**src/rtl/add_accum32.sv**
```systemverilog
// ---------------------------------------------------------------------------
// add_accum32 -- streaming multi-operand accumulator.
//
// Adds a stream of two's-complement operands into a running sum under a
// valid/ready handshake. The beat carrying in_last closes the group: the
// block enters HOLD and presents the sum, carry count, sticky signed-overflow
// flag and operand count until the consumer accepts them. The accepting
// handshake clears all state and returns the block to ACC.
//
// Ports:
//   clk           rising-edge clock
//   rst           asynchronous, active-high reset
//   in_valid      operand beat present
//   in_ready      block can accept an operand (ACC state and not in reset)
//   in_data       operand, two's complement, WIDTH bits
//   in_last       marks the final operand of a group
//   out_valid     group result present (HOLD state)
//   out_ready     consumer accepts the result
//   out_sum       group sum mod 2^WIDTH
//   out_carries   accumulate steps with carry out of the MSB, saturating
//   out_overflow  sticky signed-overflow flag
//   out_count     operands in the group, saturating
// ---------------------------------------------------------------------------
module add_accum32 #(
  parameter int WIDTH = 32,
  parameter int CNT_W = 8
) (
  input  logic             clk,
  input  logic             rst,
  input  logic             in_valid,
  output logic             in_ready,
  input  logic [WIDTH-1:0] in_data,
  input  logic             in_last,
  output logic             out_valid,
  input  logic             out_ready,
  output logic [WIDTH-1:0] out_sum,
  output logic [CNT_W-1:0] out_carries,
  output logic             out_overflow,
  output logic [CNT_W-1:0] out_count
);

  typedef enum logic {
    ACC  = 1'b0,
    HOLD = 1'b1
  } state_e;

  state_e             state_q, state_d;
  logic [WIDTH-1:0]   sum_q, sum_d;
  logic [CNT_W-1:0]   carries_q, carries_d;
  logic [CNT_W-1:0]   count_q, count_d;
  logic               ovf_q, ovf_d;

  logic               accept;
  logic [WIDTH:0]     step_res;
  logic               step_ovf;

  // Handshake signals are decoded straight from the state register; in_ready
  // is additionally gated by rst so nothing is taken while reset is held.
  assign in_ready  = (state_q == ACC) & ~rst;
  assign out_valid = (state_q == HOLD);
  assign accept    = in_valid & in_ready;

  // One extra bit on the adder captures the carry out of the MSB.
  assign step_res = {1'b0, sum_q} + {1'b0, in_data};

  // Signed overflow: both addends share a sign and the result's sign differs.
  assign step_ovf = (sum_q[WIDTH-1] == in_data[WIDTH-1]) &
                    (step_res[WIDTH-1] != in_data[WIDTH-1]);

  always_comb begin
    // NOTE: every next-state signal gets a default first so no path through
    // the case statement leaves one unassigned (which would infer a latch).
    state_d   = state_q;
    sum_d     = sum_q;
    carries_d = carries_q;
    count_d   = count_q;
    ovf_d     = ovf_q;

    unique case (state_q)
      ACC: begin
        if (accept) begin
          sum_d = step_res[WIDTH-1:0];
          if (step_res[WIDTH] && (carries_q != '1))
            carries_d = carries_q + CNT_W'(1);
          if (count_q != '1)
            count_d = count_q + CNT_W'(1);
          ovf_d = ovf_q | step_ovf;
          if (in_last)
            state_d = HOLD;
        end
      end
      HOLD: begin
        // Result stays frozen until the consumer takes it; then start clean.
        if (out_ready) begin
          sum_d     = '0;
          carries_d = '0;
          count_d   = '0;
          ovf_d     = 1'b0;
          state_d   = ACC;
        end
      end
      default: state_d = ACC;
    endcase
  end

  // NOTE: sequential state uses non-blocking assignments so every register
  // samples the pre-edge value of its inputs, independent of statement order.
  always_ff @(posedge clk or posedge rst) begin
    if (rst) begin
      state_q   <= ACC;
      sum_q     <= '0;
      carries_q <= '0;
      count_q   <= '0;
      ovf_q     <= 1'b0;
    end else begin
      state_q   <= state_d;
      sum_q     <= sum_d;
      carries_q <= carries_d;
      count_q   <= count_d;
      ovf_q     <= ovf_d;
    end
  end

  assign out_sum      = sum_q;
  assign out_carries  = carries_q;
  assign out_overflow = ovf_q;
  assign out_count    = count_q;

endmodule

```
**config.mk**
```make
export PLATFORM = sky130hd
export DESIGN_NAME = add_accum32
export DESIGN_NICKNAME = d
export VERILOG_FILES = /design/src/rtl/add_accum32.sv
export SDC_FILE = /design/constraint.sdc
export NUM_CORES = 1
export LEC_CHECK = 0
export CELL_PAD_IN_SITES_DETAIL_PLACEMENT = 0
export CELL_PAD_IN_SITES_GLOBAL_PLACEMENT = 2
export CORE_ASPECT_RATIO = 0.75
export CORE_UTILIZATION = 30
export CTS_CLUSTER_DIAMETER = 50
export DETAILED_ROUTE_END_ITERATION = 16
export PLACE_DENSITY_LB_ADDON = 0.1
export SYNTH_ARGS = -nofsm -noshare
export SYNTH_HDL_FRONTEND = slang
export SYNTH_SLANG_ARGS = --single-unit
```
**constraint.sdc**
```tcl
create_clock -name clk -period 3.4 [get_ports clk]
set_input_delay 0.68 -clock clk [delete_from_list [all_inputs] [get_ports clk]]
set_output_delay 0.68 -clock clk [all_outputs]
set_load 0.05 [all_outputs]
```
# ---- After elaboration in Yosys (flattened, before gate mapping)
# Cells that the tools add are included.
dict set report totals {
  register_bits 50
  input_bits 37
  output_inout_bits 51
  elab_cells 43
}
dict set report op_classes {
  addsub 3
  n_eq_ne 8
  mux 17
  n_bitwise 6
  reduce_logical 4
}
# op count
set ops {}
lappend ops {{two-way mux 32 bit} 2}
lappend ops {{case mux 32 bit (2 select lines)} 1}
lappend ops {{two-way mux 8 bit} 5}
lappend ops {{adder 32 x 32 -> 33 bit} 1}
lappend ops {{case mux 8 bit (2 select lines)} 2}
lappend ops {{adder 8 x 1 -> 8 bit, second input constant} 2}
lappend ops {{!= test 8 bit, second input constant} 2}
lappend ops {{AND reduction 3 bit} 2}
lappend ops {{two-way mux 1 bit} 5}
lappend ops {{!= test 2 x 1 -> 1 bit, second input constant} 2}
lappend ops {{!= test 2 bit, second input constant} 2}
lappend ops {{case mux 1 bit (2 select lines)} 2}
lappend ops {{bitwise AND 1 bit} 3}
lappend ops {{inverter 1 bit} 2}
lappend ops {{AND reduction 2 bit} 1}
lappend ops {{equality test 1 bit} 1}
lappend ops {{logical AND 1 bit} 1}
lappend ops {{!= test 1 bit} 1}
lappend ops {{bitwise OR 1 bit} 1}

# ---- Depth between registers and ports, before layout
# Gate-level depths: netlist of run 1.
dict set report depth {
  ltp_word 6
  ltp_mapped 11
  mapped_depth_nobuf 10
}

# ---- Worst setup path before layout of run 1
# OpenSTA, ideal clock, no wires.
dict set report synth_path {
  kind {in2reg}
  start {input in_data[0]}
  end {register sum_q[20], in the netlist out_sum[20]}
  setup_ns 0.130
  arrival_time_ns 2.793
  required_time_ns 3.270
  slack_ns 0.477
  stages 10
  n_path_buf 0
  cell_sequence {ha_1 fa_1 a21oi_1 nor2_1 o2111ai_1 o211ai_4 a2111o_1 a21oi_1 xor2_1 o21ai_1}
}
dict set report synth_between {
  elab_chain_cells 3
}
# item line
set synth_lines {}
lappend synth_lines {{start, declared} 32} ;# input logic [WIDTH-1:0] in_data,
lappend synth_lines {{adder 32 x 32 -> 33 bit} 64} ;# assign step_res = {1'b0, sum_q} + {1'b0, in_data};
lappend synth_lines {{two-way mux 32 bit} 81} ;# if (accept) begin
lappend synth_lines {{case mux 32 bit (2 select lines)} 79} ;# unique case (state_q)
lappend synth_lines {{end signal, assigned} 117} ;# sum_q <= sum_d;
lappend synth_lines {{end, declared} 48} ;# logic [WIDTH-1:0] sum_q, sum_d;
# Every way passes these cells. The select of a mux whose other input is x is not followed.
# A chain may end at the register's enable or synchronous reset.

# ---- Worst setup path in the final report of run 1
dict set report layout_path {
  start {input in_data[0]}
  end {register carries_q[2], in the netlist out_carries[2]}
}
dict set report layout_between {
  elab_chain_cells 4
}
# item line
set layout_lines {}
lappend layout_lines {{adder 32 x 32 -> 33 bit} 64}
lappend layout_lines {{logical AND 1 bit} 83} ;# if (step_res[WIDTH] && (carries_q != '1))
lappend layout_lines {{!= test 2 x 1 -> 1 bit (no line)} -}
lappend layout_lines {{AND reduction 3 bit (no line)} -}
lappend layout_lines {{end signal, assigned} 118} ;# carries_q <= carries_d;
lappend layout_lines {{end, declared} 49} ;# logic [CNT_W-1:0] carries_q, carries_d;
# Every way passes these cells.

==> results of run 1 <==
per-layer routing:
| layer | wire [um] | global-route usage [%] |
|---|---|---|
| met4 | 66 | 3.11 |
| met1 | 6550 | 28.5 |
| met3 | 459 | 2.83 |
| met5 | 0 | 0 |
| met2 | 5010 | 26.9 |
tightest hold or removal path: stages (launching register included):
cell     delay, ns
dfrtp_1       0.35
a22oi_1       0.08
nand3_1       0.08
registers in the layout (all words and copies together), names as in the netlist:
name and cells:
out_carries 8, out_valid 1, out_sum 32, out_overflow 1, out_count 8
how the worst min path moves through the flow:
stage,cells after the start,start,endpoint,slack (ns)
floorplan,2,out_sum[0]$_DFFE_PP0P_,out_sum[0]$_DFFE_PP0P_,0.78
finish,2,out_overflow$_DFFE_PP0P_,out_overflow$_DFFE_PP0P_,0.54
detailed placement,2,out_sum[9]$_DFFE_PP0P_,out_sum[9]$_DFFE_PP0P_,0.52
global route,2,out_sum[12]$_DFFE_PP0P_,out_sum[12]$_DFFE_PP0P_,0.57
CTS,2,out_sum[9]$_DFFE_PP0P_,out_sum[9]$_DFFE_PP0P_,0.55
global placement,2,out_sum[22]$_DFFE_PP0P_,out_sum[22]$_DFFE_PP0P_,0.51
synthesized netlist by cell type (all sizes together), types with 10 or more instances:
cell type,n,share of area [%]
nor2,26,2.4
inv,10,0.94
a21o,18,3.4
o21ai,51,6.5
xor2,17,3.7
nand2,44,4.2
nand3,47,6.1
ha,34,11
a21oi,35,4.4
clkbuf,18,1.7
xnor2,14,3.1
dfrtp,50,31
placed cells by master, fill, tap and decap left out, types with 8 or more instances in the layout:
cell type / count
buf_4: 36
ha_1: 34
xor2_1: 17
nand3_1: 45
a21o_1: 17
dfrtp_1: 50
nand4_1: 9
nand2_1: 42
o21ai_0: 46
nor3_1: 8
nor2_1: 26
xnor2_1: 14
clkdlybuf4s50_1: 87
inv_1: 9
and3_1: 8
a21oi_1: 35
power breakdown:
| group | internal (uW) | switching [uW] | total [uW] |
|---|---|---|---|
| Combinational | 1350 | 2020 | 3370 |
| Clock | 274 | 261 | 535 |
| Sequential | 800 | 204 | 1000 |
through the flow:
stage / worst slack [ns] / util (%)
6_report: 0.214 / 41.8
5_1_grt: 0.0332 / 41.8
3_5_place_dp: -0.0872 / 40.6
3_3_place_gp: -0.0897 / 40.6
4_1_cts: 0.214 / 41.8
2_1_floorplan: 0.477 / -
final cells by class:
cell class,count,area (um2)
Sequential cell,50,1250
Timing Repair Buffer,123,1140
Clock buffer,5,125
Multi-Input combinational cell,388,2630
Clock inverter,3,21.3
Tap cell,171,214
Inverter,10,37.5
Fill cell,1314,7550
logic make-up after synthesis:
logic type | count (synthesis) | synth area share [%]
DFF | 50 | 31.3
muxes | 3 | 0.751
adders and majority gates | 35 | 11.1
AOI/OAI and AO/OA | 150 | 25.8
and+or+nand+nor | 169 | 21.2
buffers and inverters | 30 | 3.04
xor gates and xnor gates | 31 | 6.79
==> results_dict.tcl, run 1 <==
set metrics [dict create \
    r2r_slack_ns 0.60 \
    rsz0062_at_grt "false" \
    report.final.slew_viol_count 0 \
    p_total_uw 4910 \
    fin_crit_sh_pct 93.7 \
    cts_resized 0 \
    drcViolationCount 0 \
    synthCells 468 \
    critPathMaxFanout 8 \
    worst_path_most_repeated_cell "buf_4" \
    crit_start "in_data[0]" \
    cp-end-kind "register" \
    core-area_um2 13000 \
    syn2layout_area_growth_pct 35.5 \
    grt_pass1_vias 3790 \
    rr_worst_depth 12 \
    vias_per_cell 5.21 \
    initial_utilization_pct 30.8 \
    synth_nets 540 \
    synth_area_per_cell_um2 8.54 \
    cts_tree "yes" \
    max_freq_mhz 314 \
    wl_per_cell_um 16.1 \
    clk_path_buf_depth 2 \
    n_antenna_cell 0 \
    path_cells "clkdlybuf4s50_1 > ha_1 > fa_1 > a21oi_1 > nor2_1 > o2111ai_1 > buf_4 > o211ai_4 > a211oi_4 > o31ai_4 > buf_4 > nand3_2 > mux2i_1" \
    drtIter0Drc 223 \
    vias 3907 \
    path_depth 13 \
    die_width_um 135 \
    clock_sinks 50 \
    ctsHoldBuffers 0 \
    first_pass_iters 4 \
    synth-edff-count 0 \
    worst_ep_arrival_time_ns 3.41 \
    clk_pin_slew_ns 0.07 \
    final_cells 750 \
    startpoint_type "primary input" \
    finalClockSkew_ns 0.00795 \
    final_antenna_net_count 0 \
    r2r-start "out_sum[0]$_DFFE_PP0P_" \
    ys.flop_type "dfrtp_1" \
    setup_viol 0 \
    antenna_found_initial 0 \
    insertion_delay_ns 0.30 \
    postCtsSetupBuffers 0 \
    drv_cap 0 \
    maxSlewHeadroom_pct 42.2 \
    worst-slew-pin-transition_ns 0.866 \
    hp-class "register to register" \
    grt_pass1_wl_mm 20.0 \
    period_needed_ns 3.19 \
    ys_seq_area_share_pct 31.3 \
    grt_start_max_net_pins 32 \
    dpl.hpwl_mm 9.26 \
    dpl.cell_count 742 \
    cts_buffers 5 \
    synth_cell_types 66 \
    powerDensity_nw_per_um2 906 \
    finalHoldViolCount 0 \
    peakVddDrop_mv 0.348 \
    reg2reg_to "out_carries[2]$_DFFE_PP0P_" \
    critPathMaxStageDelay_ns 0.42 \
    path_buf_inv 3 \
    layout-drive-gt1-share_pct 11.6 \
    critPathTopFamily "compound AO/OA/AOI/OAI gates" \
    critPathSlowestCell "fa_1" \
    layout.nets 650 \
    postSynth.asyncResetShare_pct 100 \
    syn-cell-area_um2 4000 \
    yosys_warnings 0 \
    postLayoutCellArea_um2 5420 \
    cp-endpoint "out_carries[2]$_DFFE_PP0P_" \
    status "finished clean" \
    gp_congestion 0.800 \
    clockRootBuffer "clkbuf_16" \
    whs_ns 0.540 \
    critPathRequiredTime_ns 3.62 \
    leakage_uw 0.00241 \
    placed_cell_area_um2 5270 \
    worstSetupPathType "primary input to register" \
    boundaryPins 88 \
    std_cell_rows 36 \
    finalSetupTns_ns 0 \
    grtUsageTotal_pct 18.4 \
    wl_mm 12.1 \
    port_buffers 87 \
    die_y_um 102 \
    htree_levels 2 \
    synth-seq-cells 50 \
    dieArea_um2 13800 \
    grt-ovfl-total 0 \
]
No activity file was read; power rests on OpenSTA's default activity.
==> run 2: changes to the inputs <==
--- a/config.mk
+++ b/config.mk
@@ -12,6 +12,7 @@
 export CTS_CLUSTER_DIAMETER = 50
 export DETAILED_ROUTE_END_ITERATION = 16
 export PLACE_DENSITY_LB_ADDON = 0.1
+export SKIP_LAST_GASP = 1
 export SYNTH_ARGS = -nofsm -noshare
 export SYNTH_HDL_FRONTEND = slang
 export SYNTH_SLANG_ARGS = --single-unit
==> results of run 2 <==
The final DEF is identical to that of run 1; final timing and power are the same.
==> run 3: changes to the inputs <==
--- a/config.mk
+++ b/config.mk
@@ -8,9 +8,10 @@
 export CELL_PAD_IN_SITES_DETAIL_PLACEMENT = 0
 export CELL_PAD_IN_SITES_GLOBAL_PLACEMENT = 2
 export CORE_ASPECT_RATIO = 0.75
-export CORE_UTILIZATION = 30
+export CORE_UTILIZATION = 38
 export CTS_CLUSTER_DIAMETER = 50
 export DETAILED_ROUTE_END_ITERATION = 16
+export DONT_BUFFER_PORTS = 1
 export PLACE_DENSITY_LB_ADDON = 0.1
 export SKIP_LAST_GASP = 1
 export SYNTH_ARGS = -nofsm -noshare
==> run 3 against run 2 <==
Compared with the run above:
- sequential share of layout area up 4.6 points
- fmax increased by 6.0%
- wire length fell by 9.0%
- core utilization rose by 2.4 points
- clock skew down 0.00059 ns
- worst setup slack better by 0.18 ns
- via count is 9.9% lower
- largest power group unchanged
- clock-buffer cell count up 1
- register-to-register slack got worse by 0.21 ns
- die area down 21%
- first-iteration DRC count down 18%
- worst hold slack worse by 0.27 ns
==> results_dict.tcl, run 3 (synthesis gave the netlist of run 1 again) <==
set metrics [dict create \
    status "finished clean" \
    syn2layout_area_growth_pct 13.2 \
    max_freq_mhz 333 \
    finalHoldViolCount 0 \
    p_sw_uw 2380 \
    drtIter0Drc 182 \
    rr_worst_depth 10 \
    grtUsageTotal_pct 20.9 \
    worst-slew-pin-transition_ns 0.746 \
    dpl.hpwl_mm 8.41 \
    setup_viol 0 \
    maxSlewHeadroom_pct 50.1 \
    gp_congestion 0.821 \
    grt_start_max_net_pins 43 \
    cts_buffers 5 \
    wl_per_cell_um 17.6 \
    critPathMaxFanout 13 \
    port_buffers 0 \
    layout-drive-gt1-share_pct 12.9 \
    std_cell_rows 32 \
    startpoint_type "register" \
    finalSetupTns_ns 0 \
    dieArea_um2 10900 \
    cts_resized 0 \
    worstSetupPathType "register to register" \
    wl_mm 11.0 \
    fin_crit_sh_pct 88.4 \
    worst_slack_ns 0.394 \
    first_pass_iters 7 \
    rsz0062_at_grt "false" \
    drcViolationCount 0 \
    clockRootBuffer "clkbuf_16" \
    n_antenna_cell 0 \
    seq_power_share_pct 27.6 \
    period_needed_ns 3.01 \
    hp-class "primary input to asynchronous set/reset pin" \
    final_cell_mix "50 x dfrtp_1, 46 x o21ai_0, 45 x nand3_1, 42 x nand2_1, 35 x a21oi_1" \
    vias 3520 \
    clk_path_buf_depth 2 \
    die_y_um 90.8 \
    report.final.slew_viol_count 0 \
    drv_cap 0 \
    post-route-util_pct 44.2 \
    clk_pin_slew_ns 0.07 \
    layout.nets 559 \
    die_width_um 120 \
    critPathRequiredTime_ns 3.55 \
    insertion_delay_ns 0.29 \
    grt_pass1_wl_mm 18.1 \
    htree_levels 2 \
    grt_pass1_vias 3456 \
    antenna_found_initial 0 \
    final_antenna_net_count 0 \
    switching_share_pct 51.8 \
    place_ws_ns 0.194 \
    initial_utilization_pct 39.0 \
    worst_ep_arrival_time_ns 3.16 \
    vias_per_cell 5.64 \
    boundaryPins 88 \
    finalClockSkew_ns 0.00736 \
    cts_tree "yes" \
    ctsHoldBuffers 0 \
    postCtsSetupBuffers 0 \
    leakage_uw 0.00210 \
    powerDensity_nw_per_um2 1020 \
    clock_sinks 50 \
    peakVddDrop_mv 0.452 \
    cp-end-kind "register" \
    pwr-share-clk_pct 14.7 \
    layout_commonest_cell "dfrtp_1" \
    pwr-share-comb_pct 57.7 \
    p_int_uw 2220 \
    core-area_um2 10200 \
    grt-ovfl-total 0 \
    largest_register_ffs 32 \
]
==> run 3: area by class of cell <==
class | instances | area [um2]
Clock buffer | 6 | 139
Clock inverter | 2 | 60.1
Fill cell | 1053 | 5720
Inverter | 10 | 37.5
Multi-Input combinational cell | 388 | 2630
Sequential cell | 50 | 1250
Tap cell | 136 | 170
Timing Repair Buffer | 32 | 240
==> run 3: final timing paths <==
check                                       start                         end  slack [ns]
setup / recovery           out_sum[3]$_DFFE_PP0P_  out_carries[6]$_DFFE_PP0P_        0.39
hold / removal                                rst    out_count[4]$_DFFE_PP0P_        0.27
setup reg to reg           out_sum[3]$_DFFE_PP0P_  out_carries[6]$_DFFE_PP0P_        0.39
hold reg to reg            out_sum[0]$_DFFE_PP0P_      out_sum[0]$_DFFE_PP0P_        0.59
max in group asynchronous                     rst     out_sum[24]$_DFFE_PP0P_        2.35
min in group clk                        out_ready         out_valid$_DFF_PP0_        0.49
==> run 3: stage by stage <==
step | power [uW] | hold slack [ns] | cells | area (um2)
final | 4600 | 0.270 | 624 | 4530
after global routing | 4950 | 0.303 | 624 | 4530
after CTS | 4630 | 0.286 | 624 | 4530
after detailed placement | 3920 | 0.573 | 616 | 4330
after global placement | 3920 | 0.572 | 616 | 4330
after floorplan | 3290 | 0.776 | 468 | 4000
==> run 3: routing by layer <==
| metal | track usage (%) | routed length, um | vias up | share of wire, % |
|---|---|---|---|---|
| li1 | - | - | 1774 | - |
| met1 | 30.3 | 5610 | 1664 | 51 |
| met2 | 31.6 | 4730 | 74 | 43 |
| met3 | 4.92 | 584 | 8 | 5.3 |
| met4 | 4.01 | 83 | 0 | 0.75 |
| met5 | 0 | 0 | - | 0 |
==> run 3: critical path, cell delays in order, from the launching register on <==
cell	delay [ns]
dfrtp_1	0.58
ha_1	0.43
nand3_1	0.08
nor2_1	0.25
o2111ai_1	0.18
buf_4	0.17
o211ai_4	0.14
a211oi_4	0.12
o31ai_4	0.53
and4b_1	0.31
a211oi_2	0.07
==> run 3: power groups by stage <==
| stage | clock, uW | combinational [uW] | sequential (uW) |
|---|---|---|---|
| finish | 676 | 2660 | 1270 |
| global route | 717 | 2940 | 1300 |
| CTS | 697 | 2660 | 1270 |
| detailed placement | 0 | 2640 | 1280 |
| global placement | 0 | 2640 | 1280 |
| floorplan | 0 | 1600 | 1690 |
